### src/rtl/column_frame_renderer.sv
// column_frame_renderer
// Renders one raycast frame column by column. Each column descriptor (wall
// height and colour) arrives over a valid/ready handshake. The renderer then
// emits one registered frame-buffer write per cycle.
//   MODE = 0 (FILL):  ceiling, wall and floor are written for every row.
//   MODE = 1 (CLEAR): a full-screen clear pass runs first, then only the
//                     wall span of each column is drawn.
module column_frame_renderer #(
    parameter int SCREEN_W    = 160,
    parameter int SCREEN_H    = 120,
    parameter int XW          = 8,
    parameter int YW          = 7,
    parameter int COLOR_W     = 3,
    parameter int MODE        = 0,
    parameter int CLEAR_COLOR = 0
) (
    input  logic               clock,
    input  logic               resetn,
    input  logic               frame_start,
    input  logic [COLOR_W-1:0] ceil_color,
    input  logic [COLOR_W-1:0] floor_color,
    output logic [XW-1:0]      col_index,
    output logic               col_ready,
    input  logic               col_valid,
    input  logic [YW-1:0]      col_height,
    input  logic [COLOR_W-1:0] col_color,
    output logic [XW-1:0]      pix_x,
    output logic [YW-1:0]      pix_y,
    output logic [COLOR_W-1:0] pix_color,
    output logic               pix_we,
    output logic               busy,
    output logic               frame_done
);

    localparam logic [2:0] S_IDLE  = 3'd0;
    localparam logic [2:0] S_CLEAR = 3'd1;
    localparam logic [2:0] S_REQ   = 3'd2;
    localparam logic [2:0] S_DRAW  = 3'd3;
    localparam logic [2:0] S_DONE  = 3'd4;

    // Row arithmetic is one bit wider than pix_y so SCREEN_H itself and
    // top + h never wrap.
    localparam logic [YW:0]         H_LIM      = (YW+1)'(SCREEN_H);
    localparam logic [YW:0]         ONE_EXT    = (YW+1)'(1);
    localparam logic [XW-1:0]       X_LAST     = XW'(SCREEN_W - 1);
    localparam logic [YW-1:0]       Y_LAST     = YW'(SCREEN_H - 1);
    localparam logic [COLOR_W-1:0]  CLEAR_C    = COLOR_W'(CLEAR_COLOR);
    localparam bit                  CLEAR_MODE = (MODE == 1);

    logic [2:0]         state;
    logic [2:0]         next_state;

    // Frame-wide colours, latched when a frame is accepted.
    logic [COLOR_W-1:0] ceil_q;
    logic [COLOR_W-1:0] floor_q;

    // Current column descriptor.
    logic [COLOR_W-1:0] wall_color;
    logic [YW:0]        top;
    logic [YW:0]        bot;

    // Raster counters: cx is used only by the clear pass, row is shared by
    // the clear pass (as cy) and the column draw.
    logic [XW-1:0]      cx;
    logic [YW-1:0]      row;

    // Descriptor geometry computed from the live handshake inputs.
    logic [YW:0]        h_clamp;
    logic [YW:0]        top_calc;
    logic [YW:0]        bot_calc;

    logic               accept;
    logic               skip_col;
    logic               col_last;
    logic               row_last;
    logic               clear_last;
    logic               col_advance;
    logic [COLOR_W-1:0] draw_color;

    assign accept      = (state == S_REQ) && col_valid;
    assign skip_col    = CLEAR_MODE && (h_clamp == '0);
    assign col_last    = (col_index == X_LAST);
    assign clear_last  = (cx == X_LAST) && (row == Y_LAST);
    assign col_advance = ((state == S_DRAW) && row_last) || (accept && skip_col);

    // Status outputs decode directly from the state register, so reset
    // drives them low on the same edge as the state.
    assign busy       = (state != S_IDLE);
    assign col_ready  = (state == S_REQ);
    assign frame_done = (state == S_DONE);

    // Clamp the wall height and centre it; an odd spare row lands below.
    always_comb begin
        // NOTE: every variable written here gets a default first so no path
        // leaves it unassigned and no latch is inferred.
        h_clamp  = {1'b0, col_height};
        if ({1'b0, col_height} > H_LIM) begin
            h_clamp = H_LIM;
        end
        top_calc = (H_LIM - h_clamp) >> 1;
        bot_calc = top_calc + h_clamp;
    end

    // Pick the colour of the current row and detect the column's last row.
    always_comb begin
        draw_color = wall_color;
        row_last   = (row == Y_LAST);
        if (CLEAR_MODE) begin
            row_last = ({1'b0, row} == (bot - ONE_EXT));
        end else if ({1'b0, row} < top) begin
            draw_color = ceil_q;
        end else if ({1'b0, row} >= bot) begin
            draw_color = floor_q;
        end
    end

    // Next-state logic for the frame sequencer.
    always_comb begin
        next_state = state;
        case (state)
            S_IDLE: begin
                if (frame_start) begin
                    next_state = CLEAR_MODE ? S_CLEAR : S_REQ;
                end
            end
            S_CLEAR: begin
                if (clear_last) begin
                    next_state = S_REQ;
                end
            end
            S_REQ: begin
                if (col_valid) begin
                    if (skip_col) begin
                        next_state = col_last ? S_DONE : S_REQ;
                    end else begin
                        next_state = S_DRAW;
                    end
                end
            end
            S_DRAW: begin
                if (row_last) begin
                    next_state = col_last ? S_DONE : S_REQ;
                end
            end
            S_DONE:  next_state = S_IDLE;
            default: next_state = S_IDLE;
        endcase
    end

    // State register; reset abandons any frame in flight.
    always_ff @(posedge clock) begin
        // NOTE: sequential state uses non-blocking assignments so every
        // register samples pre-edge values regardless of block ordering.
        if (!resetn) begin
            state <= S_IDLE;
        end else begin
            state <= next_state;
        end
    end

    // Latch the frame colours when a new frame is accepted.
    always_ff @(posedge clock) begin
        if (!resetn) begin
            ceil_q  <= '0;
            floor_q <= '0;
        end else if ((state == S_IDLE) && frame_start) begin
            ceil_q  <= ceil_color;
            floor_q <= floor_color;
        end
    end

    // Column index: cleared at frame start, stepped after each column.
    always_ff @(posedge clock) begin
        if (!resetn) begin
            col_index <= '0;
        end else if ((state == S_IDLE) && frame_start) begin
            col_index <= '0;
        end else if (col_advance && !col_last) begin
            col_index <= col_index + 1'b1;
        end
    end

    // Capture the column descriptor on the handshake.
    always_ff @(posedge clock) begin
        if (!resetn) begin
            wall_color <= '0;
            top        <= '0;
            bot        <= '0;
        end else if (accept) begin
            wall_color <= col_color;
            top        <= top_calc;
            bot        <= bot_calc;
        end
    end

    // Raster counters for the clear pass and the per-column row walk.
    always_ff @(posedge clock) begin
        if (!resetn) begin
            cx  <= '0;
            row <= '0;
        end else begin
            case (state)
                S_IDLE: begin
                    if (frame_start) begin
                        cx  <= '0;
                        row <= '0;
                    end
                end
                S_CLEAR: begin
                    if (cx == X_LAST) begin
                        cx  <= '0;
                        row <= (row == Y_LAST) ? '0 : row + 1'b1;
                    end else begin
                        cx <= cx + 1'b1;
                    end
                end
                S_REQ: begin
                    if (col_valid) begin
                        row <= CLEAR_MODE ? top_calc[YW-1:0] : '0;
                    end
                end
                S_DRAW: begin
                    if (!row_last) begin
                        row <= row + 1'b1;
                    end
                end
                default: begin
                end
            endcase
        end
    end

    // Registered write port: a pixel generated this cycle appears next cycle.
    always_ff @(posedge clock) begin
        if (!resetn) begin
            pix_x     <= '0;
            pix_y     <= '0;
            pix_color <= '0;
            pix_we    <= 1'b0;
        end else begin
            pix_we <= 1'b0;
            if (state == S_CLEAR) begin
                pix_x     <= cx;
                pix_y     <= row;
                pix_color <= CLEAR_C;
                pix_we    <= 1'b1;
            end else if (state == S_DRAW) begin
                pix_x     <= col_index;
                pix_y     <= row;
                pix_color <= draw_color;
                pix_we    <= 1'b1;
            end
        end
    end

endmodule

### config.mk
export PLATFORM = sky130hd
export DESIGN_NAME = column_frame_renderer
export DESIGN_NICKNAME = d
export VERILOG_FILES = /design/src/rtl/column_frame_renderer.sv
export SDC_FILE = /design/constraint.sdc
export NUM_CORES = 1
export LEC_CHECK = 0
export BUFFER_PORTS_ARGS = -buffer_cell sky130_fd_sc_hd__buf_2
export CAP_MARGIN = 20
export CORE_MARGIN = 1.5
export CORE_UTILIZATION = 40
export CTS_CLUSTER_SIZE = 30
export DETAILED_ROUTE_END_ITERATION = 6
export GPL_TIMING_DRIVEN = 0
export PLACE_DENSITY_LB_ADDON = 0.3
export SYNTH_ARGS = -nofsm -noshare
export SYNTH_HDL_FRONTEND = slang
export SYNTH_SLANG_ARGS = --single-unit
### constraint.sdc
create_clock -name clock -period 3.2 [get_ports clock]
set_clock_uncertainty 0.1 [all_clocks]
set_input_delay 0.32 -clock clock [delete_from_list [all_inputs] [get_ports clock]]
set_output_delay 0.32 -clock clock [all_outputs]
set_load 0.005 [all_outputs]
## After elaboration in Yosys (flattened, before gate mapping)

Index checks and enable logic that the tools add are counted.

| storage, ports and cells | value |
|---|---|
| input bits | 20 |
| output and inout bits | 30 |
| word-level logic and storage cells | 75 |
| flip-flop bits (word level) | 69 |

| operators by class | value |
|---|---|
| equal/unequal tests | 13 |
| add/subtract/negate cells | 5 |
| bitwise operators | 1 |
| reductions and logical operators | 16 |
| $lt $le $gt $ge | 3 |
| multiplexer cells | 24 |

Operators by type and width:

| cell | count |
|---|---|
| 7-bit two-way mux | 8 |
| 8-bit two-way mux | 4 |
| 7-bit one-hot mux with 4 select lines | 1 |
| 3-bit two-way mux | 7 |
| 8-bit by 1-bit adder with 8-bit output, second input constant | 2 |
| 8-bit == test, second input constant | 2 |
| 8-bit one-hot mux with 2 select lines | 1 |
| 3-bit one-hot mux with 4 select lines | 1 |
| 2-bit inequality test, second input constant | 5 |
| 7-bit by 7-bit adder with 8-bit output | 1 |
| 7-bit by 8-bit greater-or-equal comparator with 1-bit output | 1 |
| 7-bit by 7-bit subtractor with 8-bit output, first input constant | 1 |
| 7-bit by 1-bit adder with 7-bit output, second input constant | 1 |
| 7-bit == test, second input constant | 1 |
| 7-bit greater-than comparator, second input constant | 1 |
| 7-bit < comparator | 1 |
| 3-bit by 2-bit == test with 1-bit output, second input constant | 2 |
| 1-bit logical AND | 5 |
| 5-bit AND reduction | 1 |
| 4-bit AND reduction | 1 |
| 2-bit nonzero test | 2 |
| 4-bit nonzero test | 1 |
| 2-bit OR reduction | 2 |
| 3-bit by 1-bit == test with 1-bit output, second input constant | 1 |
| 8 further kinds | 9 |

## Logic depth before layout (Yosys ltp)

| depth | value |
|---|---|
| depth in word-level cells | 4 |
| gate-level depth with buffers | 13 |
| depth with buffers taken out | 12 |

## Worst setup path before layout

No wires, ideal clock.

| timing | value |
|---|---|
| kind | input to register |
| start | input col_height[3] |
| end | register bot[6] |
| setup slack | 576 ps |
| buffers on the path | 1 |
| library setup time | 131 ps |
| arrival | 2,393 ps |
| required time | 2,969 ps |
| cell stages on the path | 13 |
| cells stage by stage | clkbuf_1 nand4_1 nand2_1 ha_1 a21boi_0 xnor2_1 ha_1 inv_1 nor2_1 a31oi_1 o221ai_1 o211a_1 o22ai_1 |

| between the ends | value |
|---|---|
| cells in the longest elaborated chain, start to end | 4 |

RTL lines:

| what | line | RTL |
|---|---|---|
| start, declared | 25 | `input logic [YW-1:0] col_height,` |
| 7-bit greater-than comparator | 97 | `if ({1'b0, col_height} > H_LIM) begin` |
| 7-bit two-way mux * | 97 |  |
| 7-bit by 7-bit subtractor with 8-bit output * | 100 | `top_calc = (H_LIM - h_clamp) >> 1;` |
| named net top_calc[3] | 69 | `logic [YW:0] top_calc;` |
| 7-bit by 7-bit adder with 8-bit output * | 101 | `bot_calc = top_calc + h_clamp;` |
| end signal, assigned | 192 | `bot <= bot_calc;` |
| end, declared | 60 | `logic [YW:0] bot;` |

Mark *: on every way through the listed nets, which the timed path passes. The rest lies on a longest branch.
A chain may end at the register's enable or synchronous reset.

## Final worst setup path

Ends and elaborated chain as after synthesis.

==> flow_summary.yaml <==
job:
  maxCapViolCount: 0
logic_synthesis:
  avgSynthCellArea_sq_um: 8.123
  synth_top_family_by_area: "simple AND/OR/NAND/NOR gates"
  ys.flop_type: "dfxtp_1"
  synth_top_area_share_pct: 36.89
  synthMuxAreaShare_pct: 4.009
  synth-xor-area-share_pct: 3.040
  synth_compound_area_share_pct: 19.28
  synth_fp_nets: 503
  synthAdderAreaFrac_pct: 7.350
  synth-seq-cells: 69
  ys_warn_count: 0
  synth_largest_area_cell: "dfxtp_1"
  synth_cell_type_count: 58
  netlist_area_sq_um: 3745
  async_reset_ff_share_pct: 0
  synthCells: 461
  synthSimpleGateAreaFrac_pct: 23.96
  synth_area_leaders: "dfxtp_1 (37%), ha_1 (7.4%), a21oi_1 (6.5%)"
  ys_seq_area_share_pct: 36.89
  synth_edf_count: 0
layout:
  final_common_cell: "dfxtp_1"
  mostFrequentLayoutCells: "dfxtp_1 (69), nand2_1 (65), a21oi_1 (49)"
  diodes: 0
  drive_gt1_share_pct: 13.98
  nets: 559
  final_util_pct: 47.25
  syn_to_final_growth_pct: 15.47
  finalInstanceArea_sq_um: 4324
timing:
  finalHoldViolCount: 0
  fin_crit_sh_pct: 86.55
  slew_headroom_pct: 54.12
  whs_ns: 0.1064
  fmax_mhz: 361.1
  setup-violations-final: 0
  fin_tns_setup_ns: 0
  worstMarginPinSlew_ns: 0.6810
  drv_slew: 0
  fin_crit_ns: 2.770
  rsz0062_at_grt: "no"
setup_path:
  cp_slowest_cell: "nand4_1"
  path_class: "in -> reg"
  crit_chain: "clkbuf_1, nand4_1, nand2_1, ha_1, a21boi_0, xnor2_1, ha_1, inv_1, nor2_1, a31oi_1, o221ai_1, a21oi_1, o22ai_1"
  required_ns: 3.31
  reg2reg_slack_ns: 0.45
  r2r_cells: 6
  cp-start-kind: "input port"
  crit_fanout: 8
  cp-end-kind: "flip-flop"
  worstPathArrival_ns: 2.88
  max_stage_delay_ns: 0.33
  r2r-end: "row[4]$_SDFFE_PN0P_"
  r2r_start: "cx[0]$_SDFFE_PN0P_"
  cp_common_cell: "ha_1"
drt:
  routed-via-count: 3549
  wl_um: 9789
  drtAntennaViolNets: 0
  drtIter0Drc: 146
  firstDrtPassIters: 4
  drc_errors: 0
  vias_per_cell: 5.607
  wl_per_cell_um: 15.46
hold_path:
  hp-class: "in -> reg"
  hold_end: "ceil_q[1]$_SDFFE_PN0P_"
  holdPathStages: 3
  holdCritStartpoint: "ceil_color[1]"
cts:
  post_cts_buffers: 0
  cts_resized: 0
  clock_path_buffers: 2
  postCtsHoldBufs: 0
  cts_made_buffers: 9
  cts_tree: "built"
  clk_latency_ns: 0.35
  clk_pin_slew_ns: 0.07
  cts_sinks: 69
  root_buffer: "clkbuf_8"
  htree_num_levels: 3
place:
  dpl_cell_area_sq_um: 4109
  io_buffers: 45
  dp_hpwl_um: 7192
  gp_congestion: 0.8513
die:
  dieArea_sq_um: 9951
  start_util_pct: 40.92
  io_pins: 50
  core_area_sq_um: 9153
  rows: 35
  fp.dieW_um: 99.76
  chipHeight_um: 99.76
power_and_ir_drop:
  leakage_nw: 1.772
  power_w: 0.002477
  pwr_density_cell_nw_per_um2: 572.9
  ir_drop_v: 0.0004154
grt:
  grt_pass1_wl_um: 15920
  grt_overflow: 0
  antenna_found_initial: 0
  grt_usage_pct: 20.36
  grt_max_degree: 13
  grt_pass1_vias: 3169
status:
  status: "completed"
-- power by group --
| group | total, W | internal (W) | switching [W] | leakage [nW] |
|---|---|---|---|---|
| clock network | 0.000781 | 0.000439 | 0.000342 | 0.110 |
| logic | 0.000698 | 0.000261 | 0.000437 | 1.10 |
| registers | 0.000998 | 0.000940 | 0.0000584 | 0.560 |
| total | 0.00248 | 0.00164 | 0.000837 | 1.77 |
-- cell type report --
type,instances,area (sq um)
buffer,28,130.1
clock buffer,10,127.6
clock inverter,6,87.58
fill,871,4828
inverter,19,71.32
multi-input combinational,345,2162
sequential,69,1381
tap,111,138.9
timing repair buffer,45,225.2
-- sequential cells by signal, indices dropped and copies added (netlist names), 7 cells and up --
signal / flops
row: 7
cx: 8
pix_y: 7
pix_x: 8
top: 7
col_index: 8
bot: 8
-- critical path, delay by kind of cell --
| kind | cells | cell delay [ns] |
|---|---|---|
| adders and majority gates | 2 | 0.55 |
| xor gates and xnor gates | 1 | 0.26 |
| and+or+nand+nor | 3 | 0.57 |
| buffers and inverters | 2 | 0.30 |
| AOI/OAI and AO/OA | 5 | 0.85 |
-- cell usage after synthesis, drive strengths merged (5+ instances only) --
master,instances
o21ai,17
clkbuf,23
nand2,65
ha,22
nand4,7
nor3b,6
a21oi,49
xor2,5
buf,5
nand3,21
inv,18
and3,6
nor2,46
nor3,7
a211oi,10
mux2i,15
nand2b,5
dfxtp,69
xnor2,8
-- metal layers --
layer	part of all wire (%)	track usage [%]	up-vias	routed length, um
li1	-	-	1740	-
met1	48	27.47	1708	4655
met2	45	32.03	88	4421
met3	5.5	5.271	13	538
met4	1.8	5.959	0	174
met5	0	0	-	0
-- cells by family (layout without fill, tap and decap cells) --
group | after synthesis | after routing
simple gates | 182 | 182
compound gates | 112 | 112
flops | 69 | 69
buf+inv | 47 | 108
fa+ha+maj | 22 | 22
mux | 15 | 15
xor+xnor | 13 | 13
other cells | 1 | 1
-- worst max path at each step --
stage,cells past startpoint,end,slack [ns],start
after floorplan,13,bot[6]$_SDFFE_PN0P_,0.58,col_height[3]
after global placement,13,bot[6]$_SDFFE_PN0P_,0.15,col_height[3]
after detailed placement,13,bot[6]$_SDFFE_PN0P_,0.16,col_height[3]
after CTS,6,row[3]$_SDFFE_PN0P_,0.50,cx[0]$_SDFFE_PN0P_
after global routing,13,bot[5]$_SDFFE_PN0P_,0.12,col_height[3]
final,13,bot[6]$_SDFFE_PN0P_,0.43,col_height[3]
-- stage by stage --
| step | setup slack (ns) | instances |
|---|---|---|
| final | 0.4304 | 633 |
| after global routing | 0.1179 | 633 |
| after CTS | 0.4974 | 633 |
| after detailed placement | 0.1566 | 617 |
| after global placement | 0.1523 | 617 |
| after floorplan | 0.5762 | 461 |
(Power assumes the default switching activity.)
